File: src/rtl/neurosync_pkg.sv
// Shared state codes, opcode constants and default timing for the NeuroSync
// game controller and its timers.
package neurosync_pkg;

  localparam int T_JOGADA_DEF = 250000000;
  localparam int T_MEDIDA_DEF = 5000000;

  localparam logic [1:0] OP_BOTOES    = 2'b00;
  localparam logic [1:0] OP_DISTANCIA = 2'b01;

  typedef enum logic [3:0] {
    INICIAL       = 4'h0,
    PREPARA       = 4'h1,
    ESCOLHE_MODO  = 4'h2,
    REGISTRA      = 4'h3,
    CARREGA       = 4'h4,
    ESPERA_JOGADA = 4'h5,
    MEDE          = 4'h6,
    ESPERA_MEDIDA = 4'h7,
    AVALIA        = 4'h8,
    PROXIMA       = 4'h9,
    GANHOU        = 4'hA,
    PERDEU        = 4'hB
  } state_t;

endpackage

File: src/rtl/neurosync_timer.sv
// Up-counter that raises fim at count M-1 and then holds there, so a long
// wait can never wrap back to zero.
module neurosync_timer #(
  parameter int M = 8
) (
  input  logic clock,
  input  logic reset,
  input  logic clear,
  input  logic enable,
  output logic fim
);

  localparam int W = (M > 1) ? $clog2(M) : 1;

  logic [W-1:0] count;

  always_ff @(posedge clock) begin
    if (reset || clear) begin
      count <= '0;
    end else if (enable && (count != W'(M - 1))) begin
      count <= count + 1'b1;
    end
  end

  assign fim = (count == W'(M - 1));

endmodule

File: src/rtl/neurosync_controller_dual_uc.sv
// Game controller: mode selection, then up to eight questions answered either
// by buttons (with timeout) or by a timed distance measurement.
module neurosync_controller_dual_uc
  import neurosync_pkg::*;
#(
  parameter int T_JOGADA = T_JOGADA_DEF,
  parameter int T_MEDIDA = T_MEDIDA_DEF
) (
  input  logic       clock,
  input  logic       reset,
  input  logic       jogar,
  input  logic       confirma,
  input  logic       pronto_play,
  input  logic       acertou_play,
  input  logic       acertou_faixa,
  input  logic [1:0] opcode,
  input  logic       is_ultima_pergunta,
  output logic       zera,
  output logic       zera_prep_jogo,
  output logic       registra_modo,
  output logic       set_pos,
  output logic       conta_pergunta,
  output logic       jogando,
  output logic       medir,
  output logic       pronto,
  output logic       ganhou,
  output logic       perdeu,
  output logic       timeout,
  output logic [3:0] acertos,
  output logic [3:0] db_estado
);

  state_t     state, state_next;
  logic       jogar_prev, confirma_prev;
  logic       jogar_edge, confirma_edge;
  logic       result;
  logic [3:0] acertos_q;
  logic       timeout_q;
  logic       fim_jog, fim_med;

  assign jogar_edge    = jogar & ~jogar_prev;
  assign confirma_edge = confirma & ~confirma_prev;

  neurosync_timer #(.M(T_JOGADA)) u_timer_jogada (
    .clock  (clock),
    .reset  (reset),
    .clear  (state == CARREGA),
    .enable (state == ESPERA_JOGADA),
    .fim    (fim_jog)
  );

  neurosync_timer #(.M(T_MEDIDA)) u_timer_medida (
    .clock  (clock),
    .reset  (reset),
    .clear  (state == MEDE),
    .enable (state == ESPERA_MEDIDA),
    .fim    (fim_med)
  );

  always_ff @(posedge clock) begin
    if (reset) begin
      state <= INICIAL;
    end else begin
      state <= state_next;
    end
  end

  // pronto_play qualifies acertou_play: the flag is only meaningful in the
  // cycle pronto_play is high, and an answer beats a simultaneous timeout.
  always_comb begin
    state_next = state;
    case (state)
      INICIAL:       if (jogar_edge) state_next = PREPARA;
      PREPARA:       state_next = ESCOLHE_MODO;
      ESCOLHE_MODO:  if (confirma_edge) state_next = REGISTRA;
      REGISTRA:      state_next = CARREGA;
      CARREGA: begin
        case (opcode)
          OP_BOTOES:    state_next = ESPERA_JOGADA;
          OP_DISTANCIA: state_next = MEDE;
          default:      state_next = is_ultima_pergunta ? GANHOU : PROXIMA;
        endcase
      end
      ESPERA_JOGADA: begin
        if (pronto_play)  state_next = AVALIA;
        else if (fim_jog) state_next = PERDEU;
      end
      MEDE:          state_next = ESPERA_MEDIDA;
      ESPERA_MEDIDA: if (fim_med) state_next = AVALIA;
      AVALIA: begin
        if (!result)                 state_next = PERDEU;
        else if (is_ultima_pergunta) state_next = GANHOU;
        else                         state_next = PROXIMA;
      end
      PROXIMA:       state_next = CARREGA;
      GANHOU,
      PERDEU:        if (jogar_edge) state_next = PREPARA;
      default:       state_next = INICIAL;
    endcase
  end

  // Score and timeout are cleared on the way into PREPARA so that PREPARA
  // itself already shows a fresh game.
  always_ff @(posedge clock) begin
    if (reset) begin
      jogar_prev    <= 1'b1;
      confirma_prev <= 1'b1;
      result        <= 1'b0;
      acertos_q     <= 4'd0;
      timeout_q     <= 1'b0;
    end else begin
      jogar_prev    <= jogar;
      confirma_prev <= confirma;
      if (state == ESPERA_JOGADA && pronto_play) begin
        result <= acertou_play;
      end else if (state == ESPERA_MEDIDA && fim_med) begin
        result <= acertou_faixa;
      end
      if (state_next == PREPARA || state == PREPARA) begin
        acertos_q <= 4'd0;
        timeout_q <= 1'b0;
      end else begin
        if (state == ESPERA_JOGADA && !pronto_play && fim_jog) begin
          timeout_q <= 1'b1;
        end
        if (state == AVALIA && result && acertos_q != 4'd8) begin
          acertos_q <= acertos_q + 4'd1;
        end
      end
    end
  end

  always_comb begin
    zera           = 1'b0;
    zera_prep_jogo = 1'b0;
    registra_modo  = 1'b0;
    set_pos        = 1'b0;
    conta_pergunta = 1'b0;
    jogando        = 1'b0;
    medir          = 1'b0;
    pronto         = 1'b0;
    ganhou         = 1'b0;
    perdeu         = 1'b0;
    case (state)
      PREPARA: begin
        zera           = 1'b1;
        zera_prep_jogo = 1'b1;
      end
      REGISTRA:      registra_modo = 1'b1;
      CARREGA: begin
        set_pos = 1'b1;
        jogando = 1'b1;
      end
      ESPERA_JOGADA: jogando = 1'b1;
      MEDE: begin
        medir   = 1'b1;
        jogando = 1'b1;
      end
      ESPERA_MEDIDA: jogando = 1'b1;
      AVALIA:        jogando = 1'b1;
      PROXIMA: begin
        conta_pergunta = 1'b1;
        jogando        = 1'b1;
      end
      GANHOU: begin
        pronto = 1'b1;
        ganhou = 1'b1;
      end
      PERDEU: begin
        pronto = 1'b1;
        perdeu = 1'b1;
      end
      default: ;
    endcase
  end

  assign acertos   = acertos_q;
  assign timeout   = timeout_q;
  assign db_estado = state;

endmodule

File: config.mk
export PLATFORM = sky130hd
export DESIGN_NAME = neurosync_controller_dual_uc
export DESIGN_NICKNAME = d
export VERILOG_FILES = /design/src/rtl/neurosync_pkg.sv /design/src/rtl/neurosync_timer.sv /design/src/rtl/neurosync_controller_dual_uc.sv
export SDC_FILE = /design/constraint.sdc
export NUM_CORES = 1
export LEC_CHECK = 0
export BUFFER_PORTS_ARGS = -buffer_cell sky130_fd_sc_hd__buf_2
export CAP_MARGIN = 0
export CORE_MARGIN = 2
export CORE_UTILIZATION = 45
export CTS_BUF_LIST = sky130_fd_sc_hd__clkbuf_8
export CTS_CLUSTER_DIAMETER = 30
export DETAILED_ROUTE_END_ITERATION = 8
export PLACE_DENSITY = 0.71
export SYNTH_ARGS = -nofsm -noshare
export SYNTH_HDL_FRONTEND = slang
export SYNTH_SLANG_ARGS = --single-unit
export TNS_END_PERCENT = 1
File: constraint.sdc
create_clock -name clock -period 4.7 [get_ports clock]
set_input_delay 0.94 -clock clock [delete_from_list [all_inputs] [get_ports clock]]
set_output_delay 0.94 -clock clock [all_outputs]
set_load 0.02 [all_outputs]
==> results of run 1 <==
[metal layers]
layer  up-vias  GRT usage, %
li1       1527             -
met1      1411         22.69
met2        28         30.76
met3         4         5.197
met4         0         5.513
met5         -             0
[power by group through the flow]
stage	clock network [uW]	logic, uW	registers [uW]
3_5_place_dp	0	33.0	551
5_1_grt	563	36.6	539
3_3_place_gp	0	32.5	551
4_1_cts	542	32.9	539
2_1_floorplan	0	23.4	549
6_report	526	32.7	539
[flip-flops by register name, indices dropped and copies added (netlist names)]
signal and count:
acertos 4, confirma_prev 1, db_estado 4, jogar_prev 1, result 1, timeout 1
u_timer_jogada.count 28, u_timer_medida.count 23
[worst max-delay path, delay by kind of cell (launching register included)]
kind / cells / cell delay [ns]
flops: 1 / 0.69
simple gates: 1 / 0.64
buf+inv: 1 / 0.29
[Yosys cell counts (2+ instances only)]
cell type	instances	area, sq um
or4_1	4	30.03
nand3_1	18	90.09
nor4_1	17	106.4
and2_1	3	18.77
xnor2_1	28	245.2
nor2_1	51	191.4
nand2b_1	5	31.28
o2111ai_1	4	35.03
and3_1	9	56.30
or3_1	10	62.56
a41o_1	3	30.03
a31oi_1	5	31.28
xor2_1	9	78.83
nor4b_1	3	26.28
nand4b_1	2	17.52
o211ai_1	3	22.52
dfxtp_1	63	1261
nand4_1	9	56.30
o21ai_0	16	80.08
mux2i_1	3	30.03
nor3_1	16	80.08
nor2b_1	4	25.02
a211oi_1	2	15.01
and4_1	3	26.28
nor4bb_1	3	30.03
nand2_1	29	108.9
buf_2	3	15.01
ha_1	4	50.05
clkbuf_1	17	63.81
a21oi_1	26	130.1
o21a_1	2	15.01
nand3b_1	2	15.01
or2_2	8	50.05
inv_1	13	48.80
[worst paths after layout]
kind / start / endpoint / cells after the start
setup / recovery: db_estado[2] / set_pos / 2
hold / removal: u_timer_medida.count[5] / u_timer_medida.count[5] / 2
setup reg to reg: db_estado[2] / u_timer_jogada.count[27] / 6
hold reg to reg: u_timer_medida.count[5] / u_timer_medida.count[5] / 2
[per-stage QoR]
| stage | cell area (sq um) | hold WS (ns) | worst slack [ns] | std cells |
|---|---|---|---|---|
| finish | 3744 | 0.5064 | 1.800 | 537 |
| global route | 3744 | 0.5336 | 1.572 | 537 |
| CTS | 3744 | 0.5097 | 1.799 | 537 |
| detailed placement | 3520 | 0.4963 | 2.112 | 521 |
| global placement | 3520 | 0.4734 | 2.184 | 521 |
| floorplan | 3338 | 0.4556 | 1.725 | 415 |
[layout make-up]
type	count	share of cell area, %
well taps	99	3.309
inverters	13	1.303
multi-input cells	317	51.77
repair buffers	29	3.944
clock buffers	11	4.044
flip-flops and latches	63	33.69
clock inverters	5	1.939
[kinds of logic after synthesis]
group,count (synthesis),share of synthesized area [%]
flip-flops,63,37.78
multiplexers,4,1.237
AO/OA/AOI/OAI,70,13.08
buffers and inverters,35,4.160
AND/OR/NAND/NOR,202,32.53
adder cells (fa/ha/maj),4,1.499
XOR/XNOR,37,9.708
==> metrics, run 1 <==
status finished clean; die width ~90 um; crit path capture type primary output; Req. time, crit path ~3.8 ns; RSZ-0062 raised after global routing false; Yosys reg bits 63; ys async rst share 0%; most frequent cells in the layout 63 x dfxtp_1, 51 x nor2_1, 29 x nand2_1; I/O pin total 29; wl on met1 around 3.4 mm; Min Clock Period, post-route roughly 2.9 ns; CP arrival approximately 2 ns; Int Pwr just under 900 uW; CTS H-tree lvls 3; floorplan row count 31; Post-Syn Area ~0.0033 sq mm; CP Class register to primary output; Worst path max stage delay slightly below 0.7 ns; sequential area share after synthesis 37.78%; RD Place Congestion approximately 0.87; CTS Buffer Depth 2; global-route wire length before repair 12.48 mm; switching part of the total power between 20% and 30%; Worst Max-Slew Pin Slew around 0.7 ns; Power Total between 1000 and 1500 uW; final-report hold violation count 0; Mapped Cells roughly 420; Clock transition at path regs ~0.07 ns; Core ar. just over 0.007 sq mm; fillers around 710; slew margin rel. 53.57%; routed len/inst 13.46 um; Max VDD drop 0.1933 mV; Detailed Place HPWL approximately 5.0 mm; CP Launch Type register; # diodes 0; grt total ovfl 0; worst path cell trace nor4b_1, buf_2; maxcap violations 0; Worst R2R Setup Slack about 2.1 ns; Root Buffer clkbuf_8; fmax about 0.34 GHz; register area approximately 0.0013 sq mm; Avg Vias per Cell 5.531; Pleak 0.001320 uW; setup violators final 0; metal3 WL between 150 and 200 um; die area roughly 0.0081 sq mm; CTS resizes 0; yosys warns 0; nets@finish 447; Post-synth EDFFs 0; post-route ant nets 0; Synth Flop Type dfxtp_1; PD cells slightly below 300 mW/mm^2; DR top layer met4; Setup Skew 0.006783 ns; Die Ht approximately 90 um; vias in the first global route between 2000 and 3000; CTS sink count 63; syn avg cell area 8.044 sq um; Comb power frac under 10%; Post-Route Utilization roughly 52%; largest net degree at the start of global routing 27; ratio of final minimum period to clock period about three fifths; Slew Viols, Final 0; multi-input logic area around 0.0019 sq mm; P_sw 228.2 uW; DR vias around 3000; Pre-Repair DR Iteration Count 4; setup bufs post-CTS 0; leading cell type in the layout, fill and taps excluded dfxtp_1; DRT Wirelength roughly 7.2 mm; global router's overall resource usage 18.27%; total clock buffers created by CTS 9; slowest CP cell dfxtp_1; Layout area overhead 12.14%; Clk pwr share a little under half; library cells used by synthesis 52; layout cells sized above 1 12.56%; clock latency on the worst-skew pair between 0.3 and 0.4 ns; initial antenna violation count 0; Initial Utilization a little under half; I/O Buffers 28; critical path peak fanout 19; Hold Buf Count CTS 0; drc violations 0; syn nets ~430; power share of the sequential group roughly half; met2 wire length roughly 3.5 mm; Final TNS setup 0 ns; CTS tree built; Iteration-0 DRC Markers about 160; Hold Path Class register to register
(Power assumes the default switching activity.)
==> run 2, diff against run 1 <==
- clock period: 4.7 -> 3 ns (I/O delays scaled with it)
==> run 2 against run 1 <==
Effect of this change:
- combinational power up 66%
- sequential share of layout area up 0.068 points
- worst hold slack worse by 0.044 ns
- via count up 3.0%
- cell area down 0.20%
- core utilization down 0.10 points
- clock power up 35%
- first-iteration DRC count down 0.64%
- non-clock buffer count up 4
- die area unchanged
- flip-flop and latch count unchanged
- wire length up 2.4%
- critical path type unchanged
- critical endpoint unchanged
- largest cell class unchanged
- largest power group unchanged
==> metrics, run 2 (same netlist as run 1, synthesis figures left out) <==
status finished clean; global-route wire length before repair 12.79 mm (+2.5%); Avg Vias per Cell 5.663 (+2.4%); Clk pwr share 44.1% (-3.8 points); floorplan row count 31 (unchanged); nets@finish 451 (+0.89%); Most flops, register u_timer_jogada.count; Setup Skew 0.01368 ns (+0.006895 ns); Layout area overhead 11.92%; CP arrival 2.03 ns (+0.07 ns); Post-Route Utilization 51.79% (-0.10 points); Die Ht 90.13 um (unchanged); Reg-to-Reg Start db_estado[2]; Pleak 0.001304 uW (-1.2%); die width 90.13 um (unchanged); CP Launch Type register; Clock transition at path regs 0.07 ns (about the same); Min Clock Period, post-route between 2 and 3 ns; most frequent cells in the layout 63 x dfxtp_1, 51 x nor2_1, 29 x nand2_1; slew margin rel. 48.15% (-5.4 points); Core ar. 0.007214 sq mm (unchanged); I/O pin total 29 (unchanged); min-delay src confirma; RSZ-0062 raised after global routing false; critical path peak fanout 19 (unchanged); layout cells sized above 1 13.61% (+1.0 points); CTS resizes 0 (unchanged); ratio of final minimum period to clock period between 80 and 90%; Iteration-0 DRC Markers 156 (-0.64%); GR Util met2 30.08% (-0.69 points); final-report hold violation count 0 (unchanged); CP Class register to primary output; clock latency on the worst-skew pair 0.35 ns (+0.02 ns); CTS sink count 63 (unchanged); RD Place Congestion 0.8940 (+3.0%); Hold Buf Count CTS 0 (unchanged); drc violations 0 (unchanged); setup violators final 0 (unchanged); Slew Viols, Final 0 (unchanged); routed len/inst 13.70 um (+1.8%); setup bufs post-CTS 0 (unchanged); vias in the first global route 2863 (+3.2%); Hold Path Class primary input to register; I/O Buffers 28 (unchanged); crit path capture type primary output; Top Registers u_timer_jogada.count x28, u_timer_medida.count x23; CTS H-tree lvls 3 (unchanged); Root Buffer clkbuf_8; # diodes 0 (unchanged); Final TNS setup 0 ns (unchanged); Pre-Repair DR Iteration Count 4 (unchanged); switching part of the total power 23.21% (+2.4 points); grt peak-use layer met2; die area 0.008123 sq mm (unchanged); power share of the sequential group 52.5% (+3.4 points); Req. time, crit path 2.40 ns (-1.36 ns); CTS tree built; fmax around 0.38 GHz; met3 Usage GRT 5.868% (+0.67 points); Power Total 1606 uW (+46%); maxcap violations 0 (unchanged); grt total ovfl 0 (unchanged); initial antenna violation count 0 (unchanged); DRT Wirelength 7.398 mm (+2.4%); critical path startpoint db_estado[2]; grt met1 use 24.37% (+1.7 points); DR vias 3058 (+3.0%); Detailed Place HPWL 5.154 mm (+2.8%); PD cells 429.8 mW/mm^2 (+47%); Comb power frac 3.4% (+0.4 points); Initial Utilization 46.27% (unchanged); Max VDD drop 0.3819 mV (+98%); Int Pwr 1233 uW (+42%); Worst Max-Slew Pin Slew 0.7670 ns (+0.08021 ns); leading cell type in the layout, fill and taps excluded dfxtp_1; total clock buffers created by CTS 9 (unchanged); CTS Buffer Depth 2 (unchanged); largest net degree at the start of global routing 24 (-11%); max reg flops 28 (unchanged); global router's overall resource usage 18.97% (+0.70 points); fillers 716 (+0.56%); post-route ant nets 0 (unchanged); P_sw 372.6 uW (+63%)
-- run 2: cell type report --
type                       count  area [sq um]  share of cell area (%)
sequential                    63          1261                   33.76
clock buffer                   9         123.9                   3.315
multi-input combinational    317          1938                   51.88
tap                           99         123.9                   3.315
clock inverter                 6         62.56                   1.674
timing repair buffer          33         177.7                   4.756
inverter                      13         48.80                   1.306
-- run 2: worst max-delay path, stage by stage (launching register included) --
cell	delay [ns]
dfxtp_1	0.69
nor4b_1	0.70
buf_2	0.29
-- run 2: layer usage --
| metal | share of wire (%) | up-vias |
|---|---|---|
| li1 | - | 1530 |
| met3 | 4.2 | 9 |
| met4 | 1.3 | 0 |
| met1 | 47 | 1465 |
| met5 | 0 | - |
| met2 | 47 | 54 |
-- run 2: worst paths after layout --
path	endpoint	slack [ns]	cells after the start
setup / recovery	set_pos	0.37	2
hold / removal	confirma_prev	0.46	2
setup reg to reg	u_timer_jogada.count[24]	0.49	5
hold reg to reg	u_timer_medida.count[6]	0.50	2
-- run 2: power by group through the flow --
stage               Combinational (uW)  Clock, uW  Sequential [uW]
floorplan                         36.7          0              861
global placement                  53.7          0              862
detailed placement                53.8          0              862
CTS                               53.9        730              843
global route                      59.4        755              844
finish                            54.3        708              843
-- run 2: stage by stage --
stage	setup slack [ns]	instances	hold slack, ns	cell area (sq um)
global route	0.2215	540	0.4455	3736
CTS	0.4221	540	0.4436	3736
detailed placement	0.4944	525	0.4932	3550
finish	0.3715	540	0.4628	3736
global placement	0.5859	525	0.4736	3550
floorplan	0.3651	415	0.4556	3338
==> run 3, diff against run 2 <==
- ABC_AREA: default -> 1
- PLACE_DENSITY: 0.71 -> 0.7
==> run 3 against run 2 <==
Effect of this change:
- cell count grew 43%
- count of clock-buffer cells in the layout increased by 3
- wire length grew 27%
- sequential power increased by 2.6%
- critical endpoint is now acertos[1]
- largest power group unchanged
- highest routed layer unchanged
==> metrics, run 3 <==
status finished clean; Layout Cells excl Fill 771 (+43%); most common cell in the netlist nand2_1; Root Buffer clkbuf_8; Synth Flop Type dfxtp_1; CTS H-tree lvls 3 (unchanged); Setup Skew 0.01437 ns (+0.0006909 ns); initial antenna violation count 0 (unchanged); Die Ht 97.68 um (+8.4%); Iteration-0 DRC Markers 328 (+110%); I/O Buffers 28 (unchanged); min-delay src confirma; Clock transition at path regs 0.07 ns (about the same); setup violators final 0 (unchanged); grt total ovfl 0 (unchanged); Slew Viols, Final 0 (unchanged); die width 97.68 um (+8.4%); CP Class register to register; CTS sink count 63 (unchanged); Min Clock Period, post-route 2.181 ns (-0.4476 ns); layout cells sized above 1 10.11% (-3.5 points); Post-synth top cells 187 x nand2_1, 92 x nor2_1, 73 x inv_1; Initial Utilization 45.95% (-0.32 points); CTS resizes 0 (unchanged); most frequent cells in the layout 187 x nand2_1, 92 x nor2_1, 73 x inv_1; Pleak 0.001738 uW (+33%); global router's overall resource usage 20.30% (+1.3 points); Mapped Cells 637 (+53%); share of the synthesized area in the top cell type 31.94% (-5.8 points); RD Place Congestion 0.9921 (+11%); total clock buffers created by CTS 9 (unchanged); synth top area cells dfxtp_1 32%, nand2_1 18%, nor2_1 8.7%; Synth area leader dfxtp_1; die area 0.009540 sq mm (+17%); global-route wire length before repair 16.17 mm (+26%); Worst Max-Slew Pin Slew 0.7052 ns (-0.06179 ns); ratio of final minimum period to clock period 72.70% (-15 points); clock latency on the worst-skew pair 0.34 ns (about the same); slew margin rel. 52.55% (+4.4 points); leading cell type in the layout, fill and taps excluded nand2_1; floorplan row count 34 (+9.7%); Yosys reg bits 63 (unchanged); CP Launch Type register; RSZ-0062 raised after global routing false; Core ar. 0.008593 sq mm (+19%); syn nets 651 (+52%); Layout area overhead 10.08%; setup bufs post-CTS 0 (unchanged); Top Registers u_timer_jogada.count x28, u_timer_medida.count x23; vias in the first global route 3575 (+25%); CTS tree built; Req. time, crit path 3.27 ns (+0.87 ns); drc violations 0 (unchanged); largest net degree at the start of global routing 28 (+17%); Post-synth EDFFs 0 (unchanged); routed len/inst 12.19 um (-11%); max reg flops 28 (unchanged); fmax 0.4585 GHz (+21%); Post-Syn Area 0.003949 sq mm (+18%); CP arrival 2.45 ns (+0.42 ns); Most flops, register u_timer_jogada.count; crit path capture type register; reg2reg path depth 11 (+6); post-route ant nets 0 (unchanged); dpl cells 756 (+44%); CTS Buffer Depth 2 (unchanged); Pre-Repair DR Iteration Count 6 (+2); yosys warns 0 (unchanged); sequential area share after synthesis 31.94% (-5.8 points); Reg-to-Reg Start u_timer_medida.count[1]; WHS Path Cells 3 (+1); ys async rst share 0% (unchanged); Hold Path Class primary input to register; Power Total 1934 uW (+20%); I/O pin total 29 (unchanged); nets@finish 673 (+49%); Max VDD drop 0.1649 mV (-57%); maxcap violations 0 (unchanged); DR vias 3894 (+27%); final-report hold violation count 0 (unchanged); syn avg cell area 6.199 sq um (-23%); library cells used by synthesis 35 (-33%); PD cells 444.9 mW/mm^2 (+3.5%); Avg Vias per Cell 5.051 (-11%); Post-Route Utilization 50.58% (-1.2 points); DRT Wirelength 9.397 mm (+27%); critical path peak fanout 23 (+4); # diodes 0 (unchanged); Detailed Place HPWL 6.928 mm (+34%); Hold Buf Count CTS 0 (unchanged); critical path startpoint u_timer_medida.count[1]; Final TNS setup 0 ns (unchanged)
-- run 3: cell count changes in the layout (fill, tap and decap cells not counted), sizes merged, moves of 6 or more --
| cell | previous run | this run |
|---|---|---|
| or3 | 10 | 0 |
| or2 | 8 | 2 |
| inv | 13 | 78 |
| a21oi | 26 | 42 |
| xnor2 | 28 | 5 |
| nand3 | 18 | 34 |
| xor2 | 9 | 23 |
| nor2 | 51 | 99 |
| and3 | 9 | 3 |
| nor4 | 18 | 1 |
| nor3 | 16 | 22 |
| nand2 | 29 | 194 |
-- run 3: per-stage QoR --
step | area [sq um] | setup WS [ns] | hold slack [ns]
after detailed placement | 4116 | 0.8639 | 0.4782
after CTS | 4347 | 0.8462 | 0.4372
after global placement | 4116 | 0.9702 | 0.4661
after floorplan | 3949 | 1.073 | 0.4488
after global routing | 4347 | 0.5118 | 0.4442
final | 4347 | 0.8191 | 0.4519
-- run 3: cell type report --
class                      count  area, sq um
fill                         877         4247
multi-input combinational    477         2273
sequential                    63         1261
inverter                      79        299.0
clock buffer                  12        165.2
timing repair buffer          29        147.6
tap                          108        135.1
clock inverter                 3        65.06
-- run 3: worst max-delay path, cell delays in order (launching register included) --
cell	delay, ns
dfxtp_1	0.38
ha_1	0.24
nand3_1	0.17
nor2_1	0.14
nand3_1	0.11
nand2_2	0.34
inv_2	0.25
nor2_2	0.16
nor2_1	0.07
nand2_1	0.08
nand2_2	0.08
nor2_1	0.09
-- run 3: final timing paths --
| check | to | slack (ns) |
|---|---|---|
| min | confirma_prev | 0.45 |
| max | acertos[1] | 0.82 |
| max reg2reg | acertos[1] | 0.82 |
| min reg2reg | u_timer_medida.count[8] | 0.49 |
-- run 3: routing by layer --
metal,part of all wire (%),up-vias,track usage (%),wire length (um)
met5,0,-,0,0
li1,-,2047,-,-
met4,1.1,0,7.585,99
met3,5.9,12,3.813,559
met1,49,1713,27.83,4593
met2,44,122,31.78,4144
-- run 3: cells by family after synthesis --
group                    after synthesis  synth area share, %
AND/OR/NAND/NOR                      376                40.84
AO/OA/AOI/OAI                         69                9.252
XOR/XNOR                              28                6.210
flip-flops                            63                31.94
adder cells (fa/ha/maj)                4                1.267
buffers and inverters                 97                10.49
-- run 3: power breakdown --
group / internal (uW) / switching [uW] / leakage (uW)
combinational: 64.6 / 146 / 0.00111
clock: 530 / 327 / 0.000118
sequential: 847 / 18.1 / 0.000508
